===== config.mk =====
export PLATFORM = sky130hd
export DESIGN_NAME = bundle_sequencer
export DESIGN_NICKNAME = d
export VERILOG_FILES = /design/src/rtl/bundle_sequencer.sv
export SDC_FILE = /design/constraint.sdc
export NUM_CORES = 2
export LEC_CHECK = 0
export ABC_AREA = 1
export BUFFER_PORTS_ARGS = -buffer_cell sky130_fd_sc_hd__buf_2
export CORE_ASPECT_RATIO = 1.25
export CORE_MARGIN = 4
export CORE_UTILIZATION = 62
export DETAILED_ROUTE_END_ITERATION = 8
export PLACE_DENSITY = 0.79
export SKIP_CTS_REPAIR_TIMING = 1
export SYNTH_ARGS = -nofsm -noshare
export SYNTH_HDL_FRONTEND = slang
export SYNTH_SLANG_ARGS = --single-unit

===== constraint.sdc =====
create_clock -name clk -period 6.2 [get_ports clk]
set_input_delay 1.86 -clock clk [delete_from_list [all_inputs] [get_ports clk]]
set_output_delay 1.86 -clock clk [all_outputs]
set_load 0.05 [all_outputs]

===== src/rtl/bundle_sequencer.sv =====
// Per-bundle loop sequencer: loads descriptors from a register-mapped RAM and walks each
// bundle's loop nest in step with accepted AXIS-out beats, checking o_last and counting errors.
module bundle_sequencer #(
    parameter int unsigned AXI_ADDR_WIDTH = 32,
    parameter int unsigned AXI_DATA_WIDTH = 32,
    parameter int unsigned CW             = 16,
    parameter int unsigned N_BUNDLES_MAX  = 8,
    parameter int unsigned N_REG          = 16
) (
    input  logic                      clk,
    input  logic                      rst,
    input  logic                      reg_wr_en,
    input  logic [AXI_ADDR_WIDTH-1:0] reg_wr_addr,
    input  logic [AXI_DATA_WIDTH-1:0] reg_wr_data,
    output logic                      reg_wr_ack,
    input  logic                      reg_rd_en,
    input  logic [AXI_ADDR_WIDTH-1:0] reg_rd_addr,
    output logic [AXI_DATA_WIDTH-1:0] reg_rd_data,
    output logic                      reg_rd_ack,
    input  logic                      o_valid,
    input  logic                      o_ready,
    input  logic                      o_last,
    output logic                      busy,
    output logic                      irq
);

    localparam int unsigned DEPTH  = 4 * N_BUNDLES_MAX;
    localparam int unsigned RAM_AW = (DEPTH > 1) ? $clog2(DEPTH) : 1;

    typedef enum logic [1:0] {S_IDLE, S_LOAD, S_RUN, S_DONE} state_t;

    typedef struct packed {
        logic [CW-1:0] w_kw2_1, coe_1, n_1, l_1, p_1, t_1, kw;
    } desc_t;

    typedef struct packed {
        logic [CW-1:0] b, p, t, n, l, wk, coe, tail;
    } cnt_t;

    state_t                    state_q, state_d;
    logic [2:0]                ld_cnt_q, ld_cnt_d;
    desc_t                     desc_q, desc_d;
    cnt_t                      cnt_q, cnt_d;
    logic [AXI_DATA_WIDTH-1:0] nb1_q, nb1_d;
    logic [31:0]               beat_cnt_q, beat_cnt_d, err_cnt_q, err_cnt_d;
    logic                      done_q, done_d, err_q, err_d;
    logic [AXI_DATA_WIDTH-1:0] rd_data_q, rd_data_d, ram_rdata_q, ram_rdata_d;
    logic                      rd_ack_q, rd_ack_d, wr_ack_q, wr_ack_d;

    logic [AXI_DATA_WIDTH-1:0] ram [DEPTH];

    logic                      ctrl_wr, stat_wr, start_req, abort_req, beat, ram_we;
    logic [AXI_ADDR_WIDTH-1:0] ram_woff;
    logic [RAM_AW-1:0]         ram_waddr, ram_raddr;
    logic [CW-1:0]             tail_max, nb1_eff;
    logic                      wrap_tail, wrap_coe, wrap_wk, wrap_l, wrap_n, wrap_t, wrap_p;
    logic                      unused_ok;

    assign busy        = (state_q == S_LOAD) || (state_q == S_RUN);
    assign irq         = (state_q == S_DONE);
    assign reg_wr_ack  = wr_ack_q;
    assign reg_rd_ack  = rd_ack_q;
    assign reg_rd_data = rd_data_q;
    assign unused_ok   = &{1'b0, ram_rdata_q[AXI_DATA_WIDTH-1:CW]};

    always_comb begin
        ctrl_wr   = reg_wr_en && (reg_wr_addr == AXI_ADDR_WIDTH'(0));
        stat_wr   = reg_wr_en && (reg_wr_addr == AXI_ADDR_WIDTH'(2));
        start_req = ctrl_wr && reg_wr_data[0];
        abort_req = ctrl_wr && reg_wr_data[1];
        beat      = o_valid && o_ready;
        ram_woff  = reg_wr_addr - AXI_ADDR_WIDTH'(N_REG);
        ram_we    = reg_wr_en && (reg_wr_addr >= AXI_ADDR_WIDTH'(N_REG))
                    && (ram_woff < AXI_ADDR_WIDTH'(DEPTH));
        ram_waddr = ram_woff[RAM_AW-1:0];
        ram_raddr = RAM_AW'({cnt_q.b, ld_cnt_q[1:0]});
        ram_rdata_d = ram[ram_raddr];
        nb1_eff   = (nb1_q >= AXI_DATA_WIDTH'(N_BUNDLES_MAX)) ? CW'(N_BUNDLES_MAX - 1)
                                                               : nb1_q[CW-1:0];

        // The kw tail only extends the final w_kw2 iteration; elsewhere it is a single beat.
        tail_max  = (cnt_q.wk == desc_q.w_kw2_1) ? (desc_q.kw >> 1) : '0;
        wrap_tail = (cnt_q.tail == tail_max);
        wrap_coe  = wrap_tail && (cnt_q.coe == desc_q.coe_1);
        wrap_wk   = wrap_coe && (cnt_q.wk == desc_q.w_kw2_1);
        wrap_l    = wrap_wk && (cnt_q.l == desc_q.l_1);
        wrap_n    = wrap_l && (cnt_q.n == desc_q.n_1);
        wrap_t    = wrap_n && (cnt_q.t == desc_q.t_1);
        wrap_p    = wrap_t && (cnt_q.p == desc_q.p_1);
    end

    always_comb begin
        state_d    = state_q;
        ld_cnt_d   = ld_cnt_q;
        desc_d     = desc_q;
        cnt_d      = cnt_q;
        nb1_d      = nb1_q;
        beat_cnt_d = beat_cnt_q;
        err_cnt_d  = err_cnt_q;
        done_d     = done_q;
        err_d      = err_q;
        wr_ack_d   = reg_wr_en;
        rd_ack_d   = reg_rd_en;
        rd_data_d  = '0;

        if (reg_wr_en && (reg_wr_addr == AXI_ADDR_WIDTH'(1))) nb1_d = reg_wr_data;
        if (stat_wr && reg_wr_data[1]) done_d = 1'b0;
        if (stat_wr && reg_wr_data[2]) err_d = 1'b0;

        if (beat && ((state_q != S_RUN) || (o_last != wrap_n))) begin
            err_d = 1'b1;
            if (err_cnt_q != '1) err_cnt_d = err_cnt_q + 32'd1;
        end

        case (state_q)
            S_IDLE: begin
                if (start_req) begin
                    state_d    = S_LOAD;
                    ld_cnt_d   = '0;
                    cnt_d      = '0;
                    beat_cnt_d = '0;
                    err_cnt_d  = '0;
                    done_d     = 1'b0;
                end
            end
            S_LOAD: begin
                ld_cnt_d = ld_cnt_q + 3'd1;
                case (ld_cnt_q)
                    3'd1: {desc_d.w_kw2_1, desc_d.coe_1} = ram_rdata_q[2*CW-1:0];
                    3'd2: {desc_d.n_1, desc_d.l_1}       = ram_rdata_q[2*CW-1:0];
                    3'd3: {desc_d.p_1, desc_d.t_1}       = ram_rdata_q[2*CW-1:0];
                    3'd4: begin
                        desc_d.kw = ram_rdata_q[CW-1:0];
                        state_d   = S_RUN;
                        ld_cnt_d  = '0;
                    end
                    default: ;
                endcase
            end
            S_RUN: begin
                if (beat) begin
                    beat_cnt_d = beat_cnt_q + 32'd1;
                    cnt_d.tail = wrap_tail ? '0 : cnt_q.tail + CW'(1);
                    if (wrap_tail) cnt_d.coe = wrap_coe ? '0 : cnt_q.coe + CW'(1);
                    if (wrap_coe)  cnt_d.wk  = wrap_wk  ? '0 : cnt_q.wk + CW'(1);
                    if (wrap_wk)   cnt_d.l   = wrap_l   ? '0 : cnt_q.l + CW'(1);
                    if (wrap_l)    cnt_d.n   = wrap_n   ? '0 : cnt_q.n + CW'(1);
                    if (wrap_n)    cnt_d.t   = wrap_t   ? '0 : cnt_q.t + CW'(1);
                    if (wrap_t)    cnt_d.p   = wrap_p   ? '0 : cnt_q.p + CW'(1);
                    if (wrap_p) begin
                        if (cnt_q.b == nb1_eff) begin
                            state_d = S_DONE;
                        end else begin
                            cnt_d.b  = cnt_q.b + CW'(1);
                            state_d  = S_LOAD;
                            ld_cnt_d = '0;
                        end
                    end
                end
            end
            S_DONE: begin
                done_d  = 1'b1;
                state_d = S_IDLE;
            end
            default: state_d = S_IDLE;
        endcase

        if (abort_req) begin
            state_d  = S_IDLE;
            ld_cnt_d = '0;
            cnt_d    = '0;
        end

        if (reg_rd_en) begin
            case (reg_rd_addr)
                AXI_ADDR_WIDTH'(1): rd_data_d = nb1_q;
                AXI_ADDR_WIDTH'(2): rd_data_d = AXI_DATA_WIDTH'({err_q, done_q, busy});
                AXI_ADDR_WIDTH'(3): rd_data_d = AXI_DATA_WIDTH'(beat_cnt_q);
                AXI_ADDR_WIDTH'(4): rd_data_d = AXI_DATA_WIDTH'(err_cnt_q);
                AXI_ADDR_WIDTH'(5): rd_data_d = AXI_DATA_WIDTH'({16'(cnt_q.b), 16'(cnt_q.p)});
                default:            rd_data_d = '0;
            endcase
        end
    end

    always_ff @(posedge clk) begin
        if (rst) begin
            state_q     <= S_IDLE;
            ld_cnt_q    <= '0;
            desc_q      <= '0;
            cnt_q       <= '0;
            nb1_q       <= '0;
            beat_cnt_q  <= '0;
            err_cnt_q   <= '0;
            done_q      <= 1'b0;
            err_q       <= 1'b0;
            rd_data_q   <= '0;
            ram_rdata_q <= '0;
            rd_ack_q    <= 1'b0;
            wr_ack_q    <= 1'b0;
        end else begin
            state_q     <= state_d;
            ld_cnt_q    <= ld_cnt_d;
            desc_q      <= desc_d;
            cnt_q       <= cnt_d;
            nb1_q       <= nb1_d;
            beat_cnt_q  <= beat_cnt_d;
            err_cnt_q   <= err_cnt_d;
            done_q      <= done_d;
            err_q       <= err_d;
            rd_data_q   <= rd_data_d;
            ram_rdata_q <= ram_rdata_d;
            rd_ack_q    <= rd_ack_d;
            wr_ack_q    <= wr_ack_d;
        end
    end

    always_ff @(posedge clk) begin
        if (ram_we) ram[ram_waddr] <= reg_wr_data;
    end

endmodule


# == Yosys cells after proc, flatten, opt, wreduce, memory -nomap -nowiden ==
# Memory sizes are Yosys's and may differ from the RTL's. A register that Yosys moved wholly into a read port is not among the register bits.
# Cells that the tools add are included.
# Widths: inputs -> output; s select.
# totals
reg_bits,377
mem_bits_rw,1024
input_bits,103
output_inout_bits,36
word_cells,165
n_memories,1
# classes
add_sub_neg,12
n_lt_le_gt_ge,3
eq_ne,36
n_mux,47
bitwise_logic,1
reduce_logical,40
# mem_list
memory,depth,word_bits,rd,rd_ports_with_merged_regs,wr,line_no,rtl
ram,32,32,1,1,1,50,logic [AXI_DATA_WIDTH-1:0] ram [DEPTH];
# op_table
op,n
$mux 128,2
$mux 16,16
$pmux 128 s2,1
$mux 32,6
$pmux 32 s5,1
$add 16x1->16 const B,8
$eq 16x16->1,7
$eq 32x2->1 const B,3
$add 32x1->32 const B,2
$eq 32x1->1 const B,2
$eq 32x3->1 const B,2
$pmux 32 s2,1
$ge 32x4->1 const B,1
$ge 32x5->1 const B,1
$logic_not 32->1,1
$lt 32x6->1 const B,1
$ne 32x32->1 const B,1
$sub 32x5->32 const B,1
$reduce_and 4->1,7
$ne 2x2->1 const B,11
$logic_and 1x1->1,17
$eq 16x15->1,1
$mux 15,1
$mux 3,5
22 further kinds,40

# == Logic depth before layout (Yosys ltp) ==
# logic_depth
word_depth,13
depth_mapped,24
mapped_depth_nobuf,23

# == Worst setup path before layout ==
# OpenSTA, ideal clock, no wires.
# synth_path
path_type,input to register
startpoint,input reg_wr_addr[4]
endpoint,"memory ram[0][0], enable pin"
setup_time_ps,421
arrival_ps,5283
required_ps,5779
setup_slack_ps,496
cell_stages,13
n_path_buf,0
cell_sequence,clkinv_1 -> ha_1 -> nand3_1 -> nor2_1 -> inv_1 -> nor2_1 -> nand2_1 -> nor2_1 -> nand3_1 -> a2111o_1 -> nor3b_1 -> nand3_1 -> nor2_1
# synth_between
elab_chain_cells,5
word_cells_on_any_way,7
cone_classes,add/sub: 1; order compare: 2; mux: 2; reduce/logical: 2
# synth_lines
item,line_no,rtl
from (decl),13,"input logic [AXI_ADDR_WIDTH-1:0] reg_wr_addr,"
$sub 32x5->32 / $ge 32x5->1 (equally long branches),"72, 73",
$lt 32x6->1 / $logic_and 1x1->1 (equally long branches),"74, 73",
$logic_and 1x1->1,74,&& (ram_woff < AXI_ADDR_WIDTH'(DEPTH));
$mux 1,219,if (ram_we) ram[ram_waddr] <= reg_wr_data;
$mux 1 (not written as such),219,
to (decl),50,
# Several ways; a longest one is shown, not always the timed one.

# == Worst setup path after layout ==
# layout_path
startpoint,input reg_wr_addr[4]
endpoint,register cnt_q[95] (netlist bit)
# layout_between
elab_chain_cells,5
word_cells_on_any_way,7
cone_classes,eq/ne: 1; reduce/logical: 6
# layout_lines
item,line_no,rtl
$logic_not 32->1 (*),67,ctrl_wr = reg_wr_en && (reg_wr_addr == AXI_ADDR_WIDTH'(0));
$logic_and 1x1->1 (*),67,
$logic_and 1x1->1,69,start_req = ctrl_wr && reg_wr_data[0];
$ne 2x2->1 (no source line),--,
$reduce_and 4->1 (no source line),--,
to (signal assigned),205,cnt_q <= cnt_d;
to (decl),43,"cnt_t cnt_q, cnt_d;"
# Every way passes the cells marked *; elsewhere a longest branch is shown, timed or not.
# A chain may end at the register's enable or synchronous reset.

==> results list <==
- Along the worst path, the maximum fanout reaches 20.
* Number of global-route vias before repair: between 40000 and 50000
- Maximum buffer depth of the clock tree: 3
* Number of antenna violations at the first check in global routing: 12
* Overall via count from detail_route: between 40000 and 50000
- Core area: 95800 um2
* Filler instances: a little under 7000
- The worst register-to-register path begins at cnt_q[34]$_SDFFE_PP0P_.
* End point of the most critical hold path: desc_q[111]$_SDFFE_PP0P_
- The root buffer cell chosen for the clock tree is clkbuf_16.
- Once placement completed, the tool counted placed cells totaling roughly 7000.
- Clock latency at the later pin of the worst-skew pair: roughly 0.75 ns
- Horiz. Die Dim: 286 um
- Sort of element at the start of the critical path: input port
* Total routing usage reported by global routing: 0.326
- DRC violation total after the first TritonRoute iteration: around 6000
- After synthesis the netlist holds a flip-flop and latch count of between 1000 and 1500.
- Max_cap viols: 0
* Routed wirelength normalized by instance count: ~23 um
- After global routing, the most crowded layer is met2.
* Main synth FF type: edfxtp_1
- Post-synth EDFFs: 1024
- For the worst setup path, the data required time is 6.81 ns.
* Library cell with the highest instance count after synthesis: nor2_1
- The final layout contains routed wiring with a total length of between 150 and 200 mm.
- Top area cells in the synthesized netlist: edfxtp_1 (51%), dfxtp_1 (14%), nor2_1 (6.5%), o21ai_0 (6.2%), nand2_1 (3.8%)
- Yosys warning total: 0
- Slack of the worst reg-to-reg path: 1.66 ns
- Effective utilization at floorplan: 0.624
* Area growth from synthesis to final layout: 11.6%
* Largest stage delay on the critical path: 0.43 ns
- Final number of max-transition violations: 0
- Setup repair after global routing left no endpoint under its margin.
- At the pin with the least slew margin, the transition time is between 1 and 1.5 ns.
* Number of optimization iterations in the first detailed-route pass: 7
- For this run, global-route usage on met3 was measured as 0.0619.
- Mean instance size in the synthesized netlist: ~10 um2
- Detailed placement ended at an HPWL of ~110 mm.
- Routability-driven placement finished with a final weighted congestion of ~0.94.
- Post-synthesis instance area: roughly 60000 um2
- CTS clk-pin slew, worst paths: 0.06 ns
- Area of the die: 102000 um2
- Number of instances in the synthesized netlist: between 5000 and 6000
* Global-route congestion overflow total: 0
- The setup path with the least slack is of type in -> reg.
- Number of clock buffers inserted by TritonCTS: about 140
- Min Clock Period, post-route: about 5.2 ns
* DRT antenna net count: 0
- Most common library cells after synthesis: nor2_1 (1038), edfxtp_1 (1024), o21ai_0 (741)
- Pin count of the biggest net entering global routing: ~210
* Number of endpoints failing setup at the final stage: 0
* Hold-critical path depth: 2
- TritonCTS clock tree: built
* GR met2 Demand/Resource: 0.536
* Largest area contributor in the netlist: edfxtp_1
- The number of hold violations in the final report came to 0.
- Number of sinks on the clock net: 1432
- The slowest stage of the critical path belongs to the cell nand2_1.
* Worst clock skew on the final layout: between 0.03 and 0.04 ns
- Input and output buffers added on the ports amount to about 140.
- The worst register-to-register path ends at cnt_q[95]$_SDFFE_PP0P_.
- After detailed routing, the number of vias per cell comes to between 6 and 7.
* Fraction of layout instances using a drive strength above 1: 0.0888
- The final layout contains approximately 6000 nets.
- Count of unresolved DRC violations after routing: 0
- After synthesis, the share of flip-flops with an asynchronous set or reset is 0.
* Arrival time at the worst endpoint: approximately 5.8 ns
- For this run, the top clock speed supported by timing is around 190 MHz.
* Chip height: 355 um
- around 140 I/O pins were placed.
- The first global-routing pass estimated 254 mm of wire.
* Worst r2r path cells: 22
- For this run, global-route usage on met1 was measured as 0.414.
- Proportion of netlist area held by the largest area contributor: 0.514
- In this run the most critical hold path is launched from desc_q[111]$_SDFFE_PP0P_.
- H-tree Lvls: 4
- The floorplan has approximately 130 rows.
- Setup tns final: 0 ns
- Distinct cell type count after synthesis: 56
- The share of the Yosys chip area taken by registers is 0.650.
- Synthesis produced a netlist with a net count of 5924.
- Worst vdd ir: 0.309 mV
- Multi-input gate area in the final layout: about 19000 um2
- In this run the power density over the cells is 345 nW/um2.
- Of the available clock period, the critical path in the final layout requires 0.836.
- In this run the tightest slew margin relative to its limit is 0.170.
* Count of non-filler cells in the finished layout: 7250
* Beginning of the critical path: reg_wr_addr[4]
- Leakage power of the design: 22.4 nW
* Type of the worst min-delay path: reg -> reg
- STA classifies the critical path endpoint as a flop.
- Registers take 38900 um2.
* Run status: finished clean
* Cell chain of the critical path: buf_2, clkinv_1, ha_1, nand3_1, nor2_1, nand3_1, nor2_1, nand4_2, nor3_2, nand2_1, nand2_2, nand2_2, inv_2, nand3_4, nor2_4, nand2_4, nor2_2, buf_4, nand2_1, nand2_2, nor2_1
==> registers in the layout (all words and copies together), names as in the netlist <==
name         cells
err_cnt_q       32
desc_q         111
state_q          2
done_q           1
ram           1024
nb1_q           32
beat_cnt_q      32
ram_rdata_q     32
reg_wr_ack       1
ld_cnt_q         3
cnt_q          128
reg_rd_data     32
err_q            1
reg_rd_ack       1
==> worst max-delay path, delay by kind of cell <==
family	cells	cell delay, ns
adders and majority gates	1	0.17
and+or+nand+nor	16	3.18
buffers and inverters	4	0.54
==> how the worst max path moves through the flow <==
stage / endpoint / slack, ns / cells after the start
after CTS: cnt_q[95]$_SDFFE_PP0P_ / 1.09 / 21
after global routing: cnt_q[95]$_SDFFE_PP0P_ / 0.74 / 21
final: cnt_q[95]$_SDFFE_PP0P_ / 1.02 / 21
after detailed placement: cnt_q[95]$_SDFFE_PP0P_ / 0.32 / 21
after global placement: cnt_q[91]$_SDFFE_PP0P_ / 0.40 / 21
after floorplan: ram[0][0]$_DFFE_PP_ / 0.50 / 13
==> layout make-up <==
cell class	instances	area share
antenna	4	0.000150
clock buffer	177	0.0565
clock inverter	74	0.0110
inverter	366	0.0208
multi-input combinational	3671	0.277
sequential	1432	0.583
tap	1290	0.0242
timing repair buffer	236	0.0275
==> layout by cell type (no fill, tap or decap), types with 8 or more instances in the layout <==
master        n
o221ai_1     84
clkinv_2     25
clkbuf_8     11
clkinv_1     22
a221oi_1     43
nor2_4       37
bufinv_16    10
xnor2_1      45
inv_2        15
buf_2       138
nor2_1     1004
buf_4        65
clkbuf_16   141
nand2_1     607
o21ai_0     740
a31oi_1      19
nor3_1      139
clkbuf_1     24
a21oi_1     181
inv_1       345
dfxtp_1     404
a41oi_1      20
xor2_1       77
a211oi_1     32
buf_12       33
nor3b_1       8
o211ai_1     20
nand3_1     221
nor4_1       42
edfxtp_1   1024
nand4_1      67
ha_1         20
o22ai_1     197
==> kinds of logic after synthesis <==
family	after synthesis	share of synthesized area
DFF	1432	0.650
AOI/OAI and AO/OA	1369	0.132
adders and majority gates	20	0.00418
and+or+nand+nor	2160	0.151
buffers and inverters	698	0.0448
xor gates and xnor gates	122	0.0179
==> power by group <==
part	internal, mW	switching, mW	leakage, nW
sequential	10.4	0.373	12.5
clock	4.76	3.63	2.21
combinational	0.997	2.85	7.69
==> per-stage QoR <==
step	util	worst slack, ns	power (mW)	hold WS (ns)	instance area (um2)
2_1_floorplan	-	0.496	13.1	0.437	59800
3_3_place_gp	0.650	0.401	14.6	0.451	62300
3_5_place_dp	0.650	0.324	14.7	0.460	62300
4_1_cts	0.697	1.09	23.0	0.470	66800
5_1_grt	0.697	0.735	23.8	0.479	66800
6_report	0.697	1.02	23.0	0.470	66800
==> routing by layer <==
metal  part of all wire  vias to the layer above
li1                   -                    20700
met1               0.36                    21800
met2               0.48                     2610
met3               0.10                      527
met4              0.060                        6
met5            0.00025                        -
Note: power is estimated with default switching activity, not from simulation.
